`src/rtl/cache_mem_responder.sv`:
```
// cache_mem_responder: memory-side end of a cache line's rdreq/wrreq/out_valid
// port. Requests are queued in program order, issued to a req/gnt backing bus,
// and read data is returned in order one cycle after bus_rvalid.
module cache_mem_responder #(
  parameter int ADDRBITS     = 32,
  parameter int DATABITS     = 32,
  parameter int FIFOBITS     = 3,
  parameter int PAUSE_MARGIN = 2,
  parameter int MAXOUTBITS   = 2
) (
  input  logic                clk,
  input  logic                reset_n,
  input  logic [ADDRBITS-1:0] mem_addr,
  input  logic [DATABITS-1:0] mem_in,
  input  logic                mem_wrreq,
  input  logic                mem_rdreq,
  output logic [DATABITS-1:0] mem_out,
  output logic                mem_out_valid,
  output logic                mem_pause,
  output logic [ADDRBITS-1:0] bus_addr,
  output logic [DATABITS-1:0] bus_wdata,
  output logic                bus_we,
  output logic                bus_req,
  input  logic                bus_gnt,
  input  logic [DATABITS-1:0] bus_rdata,
  input  logic                bus_rvalid,
  output logic                err
);

  localparam int DEPTH = 1 << FIFOBITS;
  localparam int CNTW  = FIFOBITS + 1;
  localparam logic [MAXOUTBITS-1:0] MAXOUT = '1;

  typedef enum logic [1:0] {
    IDLE = 2'd0,
    REQ  = 2'd1,
    WAIT = 2'd2
  } state_t;

  // Request FIFO storage (no reset needed; validity tracked by count)
  logic [ADDRBITS-1:0] fifo_addr_q [DEPTH];
  logic [DATABITS-1:0] fifo_data_q [DEPTH];
  logic                fifo_we_q   [DEPTH];

  state_t              state_q, state_d;
  logic [FIFOBITS-1:0] wr_ptr_q, wr_ptr_d;
  logic [FIFOBITS-1:0] rd_ptr_q, rd_ptr_d;
  logic [CNTW-1:0]     count_q, count_d;
  logic [MAXOUTBITS-1:0] outst_q, outst_d;
  logic                fresh_q, fresh_d;
  logic                bus_req_q, bus_req_d;
  logic                bus_we_q, bus_we_d;
  logic [ADDRBITS-1:0] bus_addr_q, bus_addr_d;
  logic [DATABITS-1:0] bus_wdata_q, bus_wdata_d;
  logic [DATABITS-1:0] mem_out_q, mem_out_d;
  logic                mem_out_valid_q, mem_out_valid_d;
  logic                mem_pause_q, mem_pause_d;
  logic                err_q, err_d;

  logic                push_req;
  logic [DATABITS-1:0] push_data;
  logic                fifo_empty;
  logic                cand_valid;
  logic [ADDRBITS-1:0] cand_addr;
  logic [DATABITS-1:0] cand_data;
  logic                cand_we;
  logic                cand_issuable;
  logic                take;
  logic                pop;
  logic                bypass;
  logic                fifo_wr;
  logic                overflow;
  logic                gnt_fire;
  logic                rd_grant;
  logic                rv_accept;
  logic                rv_spurious;

  assign push_req    = mem_wrreq | mem_rdreq;
  assign push_data   = mem_wrreq ? mem_in : '0;
  assign fifo_empty  = (count_q == '0);
  assign gnt_fire    = (state_q == REQ) && bus_gnt;
  assign rd_grant    = gnt_fire && !bus_we_q;
  assign rv_accept   = bus_rvalid && (outst_q != '0);
  assign rv_spurious = bus_rvalid && (outst_q == '0);

  // The next request to issue is the FIFO head, or the incoming push when the
  // FIFO is empty; issuing it straight from the input keeps push-to-req at one
  // cycle without reordering anything.
  always_comb begin
    if (!fifo_empty) begin
      cand_valid = 1'b1;
      cand_addr  = fifo_addr_q[rd_ptr_q];
      cand_data  = fifo_data_q[rd_ptr_q];
      cand_we    = fifo_we_q[rd_ptr_q];
    end else begin
      cand_valid = push_req;
      cand_addr  = mem_addr;
      cand_data  = push_data;
      cand_we    = mem_wrreq;
    end
  end

  // Outstanding-read count after this cycle's grant and return
  always_comb begin
    outst_d = outst_q;
    if (rd_grant && !rv_accept) begin
      outst_d = outst_q + 1'b1;
    end else if (!rd_grant && rv_accept) begin
      outst_d = outst_q - 1'b1;
    end
  end

  assign cand_issuable = cand_valid && (cand_we || (outst_d != MAXOUT));

  // Issue FSM: next state, bus request registers and candidate consumption
  always_comb begin
    state_d     = state_q;
    bus_req_d   = bus_req_q;
    bus_addr_d  = bus_addr_q;
    bus_wdata_d = bus_wdata_q;
    bus_we_d    = bus_we_q;
    take        = 1'b0;
    case (state_q)
      IDLE: begin
        if (cand_issuable) begin
          take      = 1'b1;
          bus_req_d = 1'b1;
          state_d   = REQ;
        end else begin
          bus_req_d = 1'b0;
        end
      end
      REQ: begin
        if (bus_gnt) begin
          if (cand_issuable) begin
            take = 1'b1;
          end else begin
            bus_req_d = 1'b0;
            // A pending but non-issuable candidate is always a read blocked
            // on the outstanding limit.
            state_d   = cand_valid ? WAIT : IDLE;
          end
        end
      end
      WAIT: begin
        if (outst_d != MAXOUT) begin
          state_d = IDLE;
        end
      end
      default: begin
        state_d   = IDLE;
        bus_req_d = 1'b0;
      end
    endcase
    if (take) begin
      bus_addr_d  = cand_addr;
      bus_wdata_d = cand_data;
      bus_we_d    = cand_we;
    end
  end

  assign pop      = take && !fifo_empty;
  assign bypass   = take && fifo_empty;
  assign fifo_wr  = push_req && !bypass && ((count_q != CNTW'(DEPTH)) || pop);
  assign overflow = push_req && !bypass && (count_q == CNTW'(DEPTH)) && !pop;

  // FIFO pointers, occupancy and the registered pause/return/error outputs
  always_comb begin
    wr_ptr_d = wr_ptr_q;
    rd_ptr_d = rd_ptr_q;
    count_d  = count_q;
    if (fifo_wr) begin
      wr_ptr_d = wr_ptr_q + 1'b1;
    end
    if (pop) begin
      rd_ptr_d = rd_ptr_q + 1'b1;
    end
    case ({fifo_wr, pop})
      2'b10:   count_d = count_q + 1'b1;
      2'b01:   count_d = count_q - 1'b1;
      default: count_d = count_q;
    endcase
    mem_pause_d     = ((DEPTH - int'(count_d)) <= PAUSE_MARGIN);
    mem_out_valid_d = rv_accept;
    mem_out_d       = rv_accept ? bus_rdata : mem_out_q;
    // Until a read has been granted after reset, an unmatched return can only
    // be a stale response to a request that reset discarded, so it is dropped
    // without flagging.
    fresh_d         = fresh_q && !rd_grant;
    err_d           = err_q | (mem_wrreq & mem_rdreq) | overflow
                    | (rv_spurious & !fresh_q);
  end

  // Request FIFO write port
  always_ff @(posedge clk) begin
    if (fifo_wr) begin
      fifo_addr_q[wr_ptr_q] <= mem_addr;
      fifo_data_q[wr_ptr_q] <= push_data;
      fifo_we_q[wr_ptr_q]   <= mem_wrreq;
    end
  end

  // State and output registers with asynchronous active-low reset
  always_ff @(posedge clk or negedge reset_n) begin
    if (!reset_n) begin
      state_q         <= IDLE;
      wr_ptr_q        <= '0;
      rd_ptr_q        <= '0;
      count_q         <= '0;
      outst_q         <= '0;
      fresh_q         <= 1'b1;
      bus_req_q       <= 1'b0;
      bus_we_q        <= 1'b0;
      bus_addr_q      <= '0;
      bus_wdata_q     <= '0;
      mem_out_q       <= '0;
      mem_out_valid_q <= 1'b0;
      mem_pause_q     <= 1'b0;
      err_q           <= 1'b0;
    end else begin
      state_q         <= state_d;
      wr_ptr_q        <= wr_ptr_d;
      rd_ptr_q        <= rd_ptr_d;
      count_q         <= count_d;
      outst_q         <= outst_d;
      fresh_q         <= fresh_d;
      bus_req_q       <= bus_req_d;
      bus_we_q        <= bus_we_d;
      bus_addr_q      <= bus_addr_d;
      bus_wdata_q     <= bus_wdata_d;
      mem_out_q       <= mem_out_d;
      mem_out_valid_q <= mem_out_valid_d;
      mem_pause_q     <= mem_pause_d;
      err_q           <= err_d;
    end
  end

  assign mem_out       = mem_out_q;
  assign mem_out_valid = mem_out_valid_q;
  assign mem_pause     = mem_pause_q;
  assign bus_addr      = bus_addr_q;
  assign bus_wdata     = bus_wdata_q;
  assign bus_we        = bus_we_q;
  assign bus_req       = bus_req_q;
  assign err           = err_q;

endmodule

```
`config.mk`:
```
export PLATFORM = sky130hd
export DESIGN_NAME = cache_mem_responder
export DESIGN_NICKNAME = d
export VERILOG_FILES = /design/src/rtl/cache_mem_responder.sv
export SDC_FILE = /design/constraint.sdc
export NUM_CORES = 1
export LEC_CHECK = 0
export ABC_CLOCK_PERIOD_IN_PS = 10220
export CAP_MARGIN = 5
export CORE_ASPECT_RATIO = 1.25
export CORE_MARGIN = 3
export CORE_UTILIZATION = 40
export DETAILED_ROUTE_END_ITERATION = 8
export PLACE_DENSITY = 0.62
export SLEW_MARGIN = 0
export SYNTH_ARGS = -nofsm -noshare
export SYNTH_HDL_FRONTEND = slang
export SYNTH_SLANG_ARGS = --single-unit
export TNS_END_PERCENT = 10
```
`constraint.sdc`:
```
create_clock -name clk -period 10.22 [get_ports clk]
set_clock_uncertainty 0.2 [all_clocks]
set_input_delay 1.022 -clock clk [delete_from_list [all_inputs] [get_ports clk]]
set_output_delay 1.022 -clock clk [all_outputs]
set_load 0.01 [all_outputs]
```
# Word level (Yosys, flattened, before mapping)
# Memory sizes are Yosys's and may differ from the RTL's.
# Cells that the tools add are included.
[word_totals]
reg_bits = 116
ramBits = 520
out_inout_bits = 101
n_memories = 3
[classes]
n_addsub = 7
order_cmp = 1
eq_ne = 11
mux = 22
n_bitwise = 7
reduce_logical = 29
[memory_table]
columns = ["name", "depth", "word_bits", "rd", "rd_clocked_by_memory_dff", "write_ports", "line_no", "rtl"]
rows = [
  ["fifo_addr_q", 8, 32, 1, 0, 1, "41", "logic [ADDRBITS-1:0] fifo_addr_q [DEPTH];"],
  ["fifo_data_q", 8, 32, 1, 0, 1, "42", "logic [DATABITS-1:0] fifo_data_q [DEPTH];"],
  ["fifo_we_q", 8, 1, 1, 0, 1, "43", "logic fifo_we_q [DEPTH];"],
]
[op_table]
columns = ["op", "count"]
rows = [
  ["$mux W32", 3],
  ["$logic_and A1 B1 Y1", 14],
  ["$mux W2", 7],
  ["$ne A2 B2 Y1 const B", 5],
  ["$mux W1", 8],
  ["$pmux W4 S2", 1],
  ["$logic_not A1 Y1", 7],
  ["$add A3 B1 Y3 const B", 2],
  ["$pmux W2 S3", 1],
  ["$le A5 B3 Y1 const B", 1],
  ["$sub A4 B4 Y5 const A", 1],
  ["$add A4 B1 Y4 const B", 1],
  ["$eq A2 B1 Y1 const B", 2],
  ["$eq A2 B2 Y1 const B", 2],
  ["$eq A4 B4 Y1 const B", 1],
  ["$logic_not A2 Y1", 2],
  ["$logic_not A4 Y1", 1],
  ["$ne A4 B4 Y1 const B", 1],
  ["$or A1 B1 Y1", 4],
  ["$reduce_and A4 Y1", 1],
  ["$sub A4 B1 Y4 const B", 1],
  ["$pmux W1 S3", 1],
  ["$reduce_and A3 Y1", 1],
  ["$add A2 B1 Y2 const B", 1],
  ["other kinds (6)", 8],
]

# Depth between registers and ports, before layout
[logic_depth]
word_depth = 21
ltp_mapped = 20

# Least setup slack after synthesis
# Ideal clock, no wire load.
[synth_path]
path_type = "input to register"
from = "input port bus_gnt"
to = "memory fifo_addr_q[0][0], enable pin"
t_arrival_ns = 7.050
slack_ns = 2.402
stages = 8
n_path_buf = 0
path_cell_list = "and4bb_1 > or4_1 > nand4_1 > a21oi_1 > xnor2_1 > a21oi_1 > nand2b_1 > nor3_1"
[synth_via]
elab_chain_len = 18
[synth_rtl]
columns = ["element", "line_no", "rtl"]
rows = [
  ["start: declaration", "24", "input logic bus_gnt,"],
  ["$logic_and A1 B1 Y1", "81", "assign gnt_fire = (state_q == REQ) && bus_gnt;"],
  ["$logic_and A1 B1 Y1", "82", "assign rd_grant = gnt_fire && !bus_we_q;"],
  ["$logic_not A1 Y1", "108", "end else if (!rd_grant && rv_accept) begin"],
  ["$logic_and A1 B1 Y1", "108", ""],
  ["$mux W2", "108", ""],
  ["$mux W2", "106", "if (rd_grant && !rv_accept) begin"],
  ["$ne A2 B2 Y1", "113", "assign cand_issuable = cand_valid && (cand_we || (outst_d != MAXOUT));"],
  ["$logic_or A1 B1 Y1", "113", ""],
  ["(+2 left out)", "--", ""],
  ["$mux W1", "134", "if (bus_gnt) begin"],
  ["$pmux W1 S2 (*)", "123", "case (state_q)"],
  ["$logic_and A1 B1 Y1", "163", "assign bypass = take && fifo_empty;"],
  ["$logic_not A1 Y1", "164", "assign fifo_wr = push_req && !bypass && ((count_q != CNTW'(DEPTH)) || pop);"],
  ["$logic_and A1 B1 Y1", "164", ""],
  ["$logic_and A1 B1 Y1 (*)", "164", ""],
  ["$mux W1 (*)", "196", "if (fifo_wr) begin"],
  ["$mux W1 (not written as such) (*)", "197", "fifo_addr_q[wr_ptr_q] <= mem_addr;"],
  ["end: declaration", "41", ""],
]
# Mark *: on every way between the ends. The rest lies on a longest branch, timed or not.

# Worst setup path in the final report
[layout_path]
from = "register count_q[0]"
to = "memory fifo_data_q[0][7], enable pin"
[layout_via]
elab_chain_len = 13
[layout_rtl]
columns = ["element", "line_no", "rtl"]
rows = [
  ["start: declaration", "48", "logic [CNTW-1:0] count_q, count_d;"],
  ["start signal: assignment", "224", "count_q <= count_d;"],
  ["$logic_not A4 Y1", "80", "assign fifo_empty = (count_q == '0);"],
  ["$mux W1", "90", "if (!fifo_empty) begin"],
  ["$logic_or A1 B1 Y1", "113", ""],
  ["$logic_and A1 B1 Y1", "113", ""],
  ["$mux W1", "125, 135", ""],
  ["$mux W1", "134", ""],
  ["$pmux W1 S2", "123", ""],
  ["$logic_and A1 B1 Y1", "163", ""],
  ["$logic_not A1 Y1", "164", ""],
  ["$logic_and A1 B1 Y1", "164", ""],
  ["$logic_and A1 B1 Y1 (*)", "164", ""],
  ["$mux W1 (*)", "196", ""],
  ["$mux W1 (not written as such) (*)", "198", "fifo_data_q[wr_ptr_q] <= push_data;"],
  ["end: declaration", "42", ""],
]
# Marked as above.

==> results.md <==
* Run status: finished, final reports clean
* Worst EP arrival at 5.98 ns
* Number of vias after detailed routing at 12800
* Top flip-flop cell by instance count after synthesis: sky130_fd_sc_hd__edfxtp_1
* Antenna violations before repair at 1
* Remaining global-route overflow at 0
* # rows at 101
* Path category of the worst min-delay check: in2async
* Timing-limited maximum frequency at 168 MHz
* Via/cell ratio at 5.26
* VDD IR-drop max at 0.000250 V
* Cell area after layout at 29600 um2
* Number of standard cells after synthesis at 1348
* Clock latency at the later pin of the worst-skew pair at 0.62 ns
* Share of final-layout standard cells stronger than drive strength 1 at 0.162
* Vias in the first global route at 13800
* Synth Warn # at 0
* Routed Wire Length at 54.8 mm
* Number of clock buffers inserted by TritonCTS at 59
* DP Area at 27700 um2
* Kind of critical path: reg2reg
* Resized Gates After CTS at 0
* Overall die area at 64900 um2
* Wire length of the first global-routing pass at 84.8 mm
* Final number of max-transition violations at 0
* Static Leak at 10.2 nW
* Worst Setup Slack, final at 4.27 ns
* Netlist cell types at 47
* Count of flip-flops with a built-in enable after synthesis at 520
* Boundary Pins at 203
* Startpoint class of the critical path: flip-flop
* Number of endpoints with negative hold slack in the final report at 0
* Number of optimization iterations in the first detailed-route pass at 5
* Global Route Usage Sum at 0.169
* CTS sink cnt at 636
* Count of buffers inserted at the top-level ports at 202
* Actual slew at the worst max-slew pin at 1.24 ns
* Leading post-synthesis cells by cell area: sky130_fd_sc_hd__edfxtp_1 63%, sky130_fd_sc_hd__mux4_2 12%, sky130_fd_sc_hd__dfrtp_1 12%
* Area leader, netlist: sky130_fd_sc_hd__edfxtp_1
* Clock period minus worst slack at 5.95 ns
* Max clock buf depth at 3
* Aggregate negative setup slack at 0 ns
* Net count of the mapped netlist at 1458
* Mean instance size in the synthesized netlist at 18.4 um2
* Effective utilization at floorplan at 0.406
* Worst-path maximum fanout at 57
* RSZ-0062 raised after global routing: false
* Async S/R FF share, synth at 0.182
* Clk Tree Root Cell: sky130_fd_sc_hd__clkbuf_16
* Cell Pwr Density at 302 nW/um2
* Die H at 284 um
* Core ar. at 61000 um2
* DRC at 0
* Period utilization at 0.582
* Crit end category: flip-flop
* Combined area of all synthesized cells at 24800 um2
* Fraction of synthesized cell area taken by the top area cell type at 0.631
* Setup-violating endpoint count in the final report at 0
* Reg clk slew, reported paths at 0.06 ns
* Worst-case headroom to the max-slew limit at 0.168
* FILL cells at 5082
* Endpoint required time on the critical path at 10.25 ns
* TritonCTS clock tree: built
* Number of nets still failing antenna checks after routing at 0
* Fraction of the yosys area taken by sequential cells at 0.748
* Maximum capacitance violations at 0
* Number of levels in the clock H-tree at 2
* DP Worst Slack at 4.12 ns
* Post-detailed-placement half-perimeter wirelength at 30.6 mm
* Synth-to-Final Area Change at 19.5%
* Average detailed-routed wire length per instance at 22.6 um
* Hold buffer count at CTS at 0
* Count of routing violations after the opening detailed-route iteration at 916
* Final RePlAce weighted congestion at 0.722
* DIE WIDTH at 229 um
* Maximum number of pins on one net before global-route repair at 126
* Number of flip-flops and latches in the synthesized netlist at 636
* Number of nets in the layout at 1661
* Setup bufs post-CTS at 0
==> final cells by class <==
cell class / instances / area [um2] / share of cell area
tap: 824 / 1030 / 0.0348
clock inverter: 39 / 322 / 0.0109
antenna: 1 / 2.50 / 0.0000846
timing repair buffer: 220 / 2170 / 0.0732
inverter: 12 / 45.0 / 0.00152
clock buffer: 72 / 1540 / 0.0519
sequential: 636 / 18500 / 0.626
multi-input combinational: 622 / 5950 / 0.201
==> flip-flops by register name (all words and copies together) (netlist names) <==
signal	count
fifo_addr_q	256
outst_q	2
rd_ptr_q	3
state_q	2
bus_we	1
fresh_q	1
mem_pause	1
count_q	4
fifo_we_q	8
bus_wdata	32
err	1
bus_req	1
bus_addr	32
mem_out	32
wr_ptr_q	3
fifo_data_q	256
mem_out_valid	1
==> synth_stat cells, types with 6 or more instances <==
cell type                  instances
sky130_fd_sc_hd__ha_1              7
sky130_fd_sc_hd__xnor2_1           6
sky130_fd_sc_hd__mux2i_1          68
sky130_fd_sc_hd__and2_1           33
sky130_fd_sc_hd__o21ai_0           6
sky130_fd_sc_hd__buf_1            14
sky130_fd_sc_hd__nor2_1           17
sky130_fd_sc_hd__inv_1            12
sky130_fd_sc_hd__clkbuf_1         60
sky130_fd_sc_hd__dfrtp_1         115
sky130_fd_sc_hd__nand2_1         238
sky130_fd_sc_hd__a21oi_1           6
sky130_fd_sc_hd__edfxtp_1        520
sky130_fd_sc_hd__mux4_2          129
sky130_fd_sc_hd__o221ai_1         64
==> metrics by stage <==
step / power, W / utilization / instances / hold slack, ns
2_1_floorplan: 0.00577 / - / 1348 / 0.237
3_3_place_gp: 0.00688 / 0.454 / 2314 / 0.261
3_5_place_dp: 0.00694 / 0.454 / 2314 / 0.263
4_1_cts: 0.00908 / 0.485 / 2425 / 0.234
5_1_grt: 0.00943 / 0.485 / 2425 / 0.282
6_report: 0.00893 / 0.485 / 2426 / 0.245
==> power by group <==
part           leakage (nW)  internal [W]  total (W)  switching [W]
sequential             6.19       0.00356    0.00390       0.000344
combinational          3.06       0.00137    0.00291        0.00154
clock                 0.930       0.00118    0.00212       0.000946
==> layout by cell type, fill, tap and decap left out, types with 7 or more instances in the layout <==
cell type,count
sky130_fd_sc_hd__dfrtp_1,112
sky130_fd_sc_hd__and2_1,33
sky130_fd_sc_hd__mux2i_1,68
sky130_fd_sc_hd__clkinv_1,9
sky130_fd_sc_hd__mux4_2,129
sky130_fd_sc_hd__inv_1,12
sky130_fd_sc_hd__edfxtp_1,520
sky130_fd_sc_hd__ha_1,7
sky130_fd_sc_hd__buf_4,17
sky130_fd_sc_hd__nand2_1,238
sky130_fd_sc_hd__clkinv_2,19
sky130_fd_sc_hd__clkdlybuf4s50_1,200
sky130_fd_sc_hd__clkbuf_16,59
sky130_fd_sc_hd__nor2_1,11
sky130_fd_sc_hd__o221ai_1,64
sky130_fd_sc_hd__clkbuf_1,12
==> worst paths after layout <==
kind | slack, ns | endpoint | startpoint | cells past startpoint
max in group asynchronous | 8.27 | rd_ptr_q[1] | reset_n | 2
min reg2reg | 0.27 | fresh_q | fresh_q | 2
min | 0.25 | mem_out[14] | reset_n | 1
max | 4.27 | fifo_data_q[0][7] | count_q[0] | 10
min in group clk | 0.27 | fresh_q | fresh_q | 2
max reg2reg | 4.27 | fifo_data_q[0][7] | count_q[0] | 10
==> critical path: stages, from the launching register on <==
cell	delay [ns]
sky130_fd_sc_hd__dfrtp_1	0.44
sky130_fd_sc_hd__nor4_2	1.07
sky130_fd_sc_hd__buf_4	0.83
sky130_fd_sc_hd__nand2_1	0.11
sky130_fd_sc_hd__o21a_1	0.20
sky130_fd_sc_hd__a21oi_1	0.29
sky130_fd_sc_hd__xnor2_1	0.11
sky130_fd_sc_hd__a21oi_1	0.39
sky130_fd_sc_hd__nand2b_1	0.31
sky130_fd_sc_hd__nor3_2	0.82
sky130_fd_sc_hd__buf_4	0.75
==> cell families (layout without fill, tap and decap cells) <==
logic type               count (synthesis)  in the layout  share of synthesized area
AND/OR/NAND/NOR                        314            314                     0.0540
multiplexers                           200            200                      0.146
AO/OA/AOI/OAI                           92             92                     0.0303
other                                    0              1                          0
XOR/XNOR                                 8              8                    0.00283
adder cells (fa/ha/maj)                  8              8                    0.00435
buffers and inverters                   90            343                     0.0142
flip-flops                             636            636                      0.748
==> routing by layer <==
metal  wire [um]  track usage
met1       22600        0.212
met2       28900        0.304
met3        1950       0.0247
met4        1370       0.0537
met5           0            0
(Power assumes the default switching activity.)
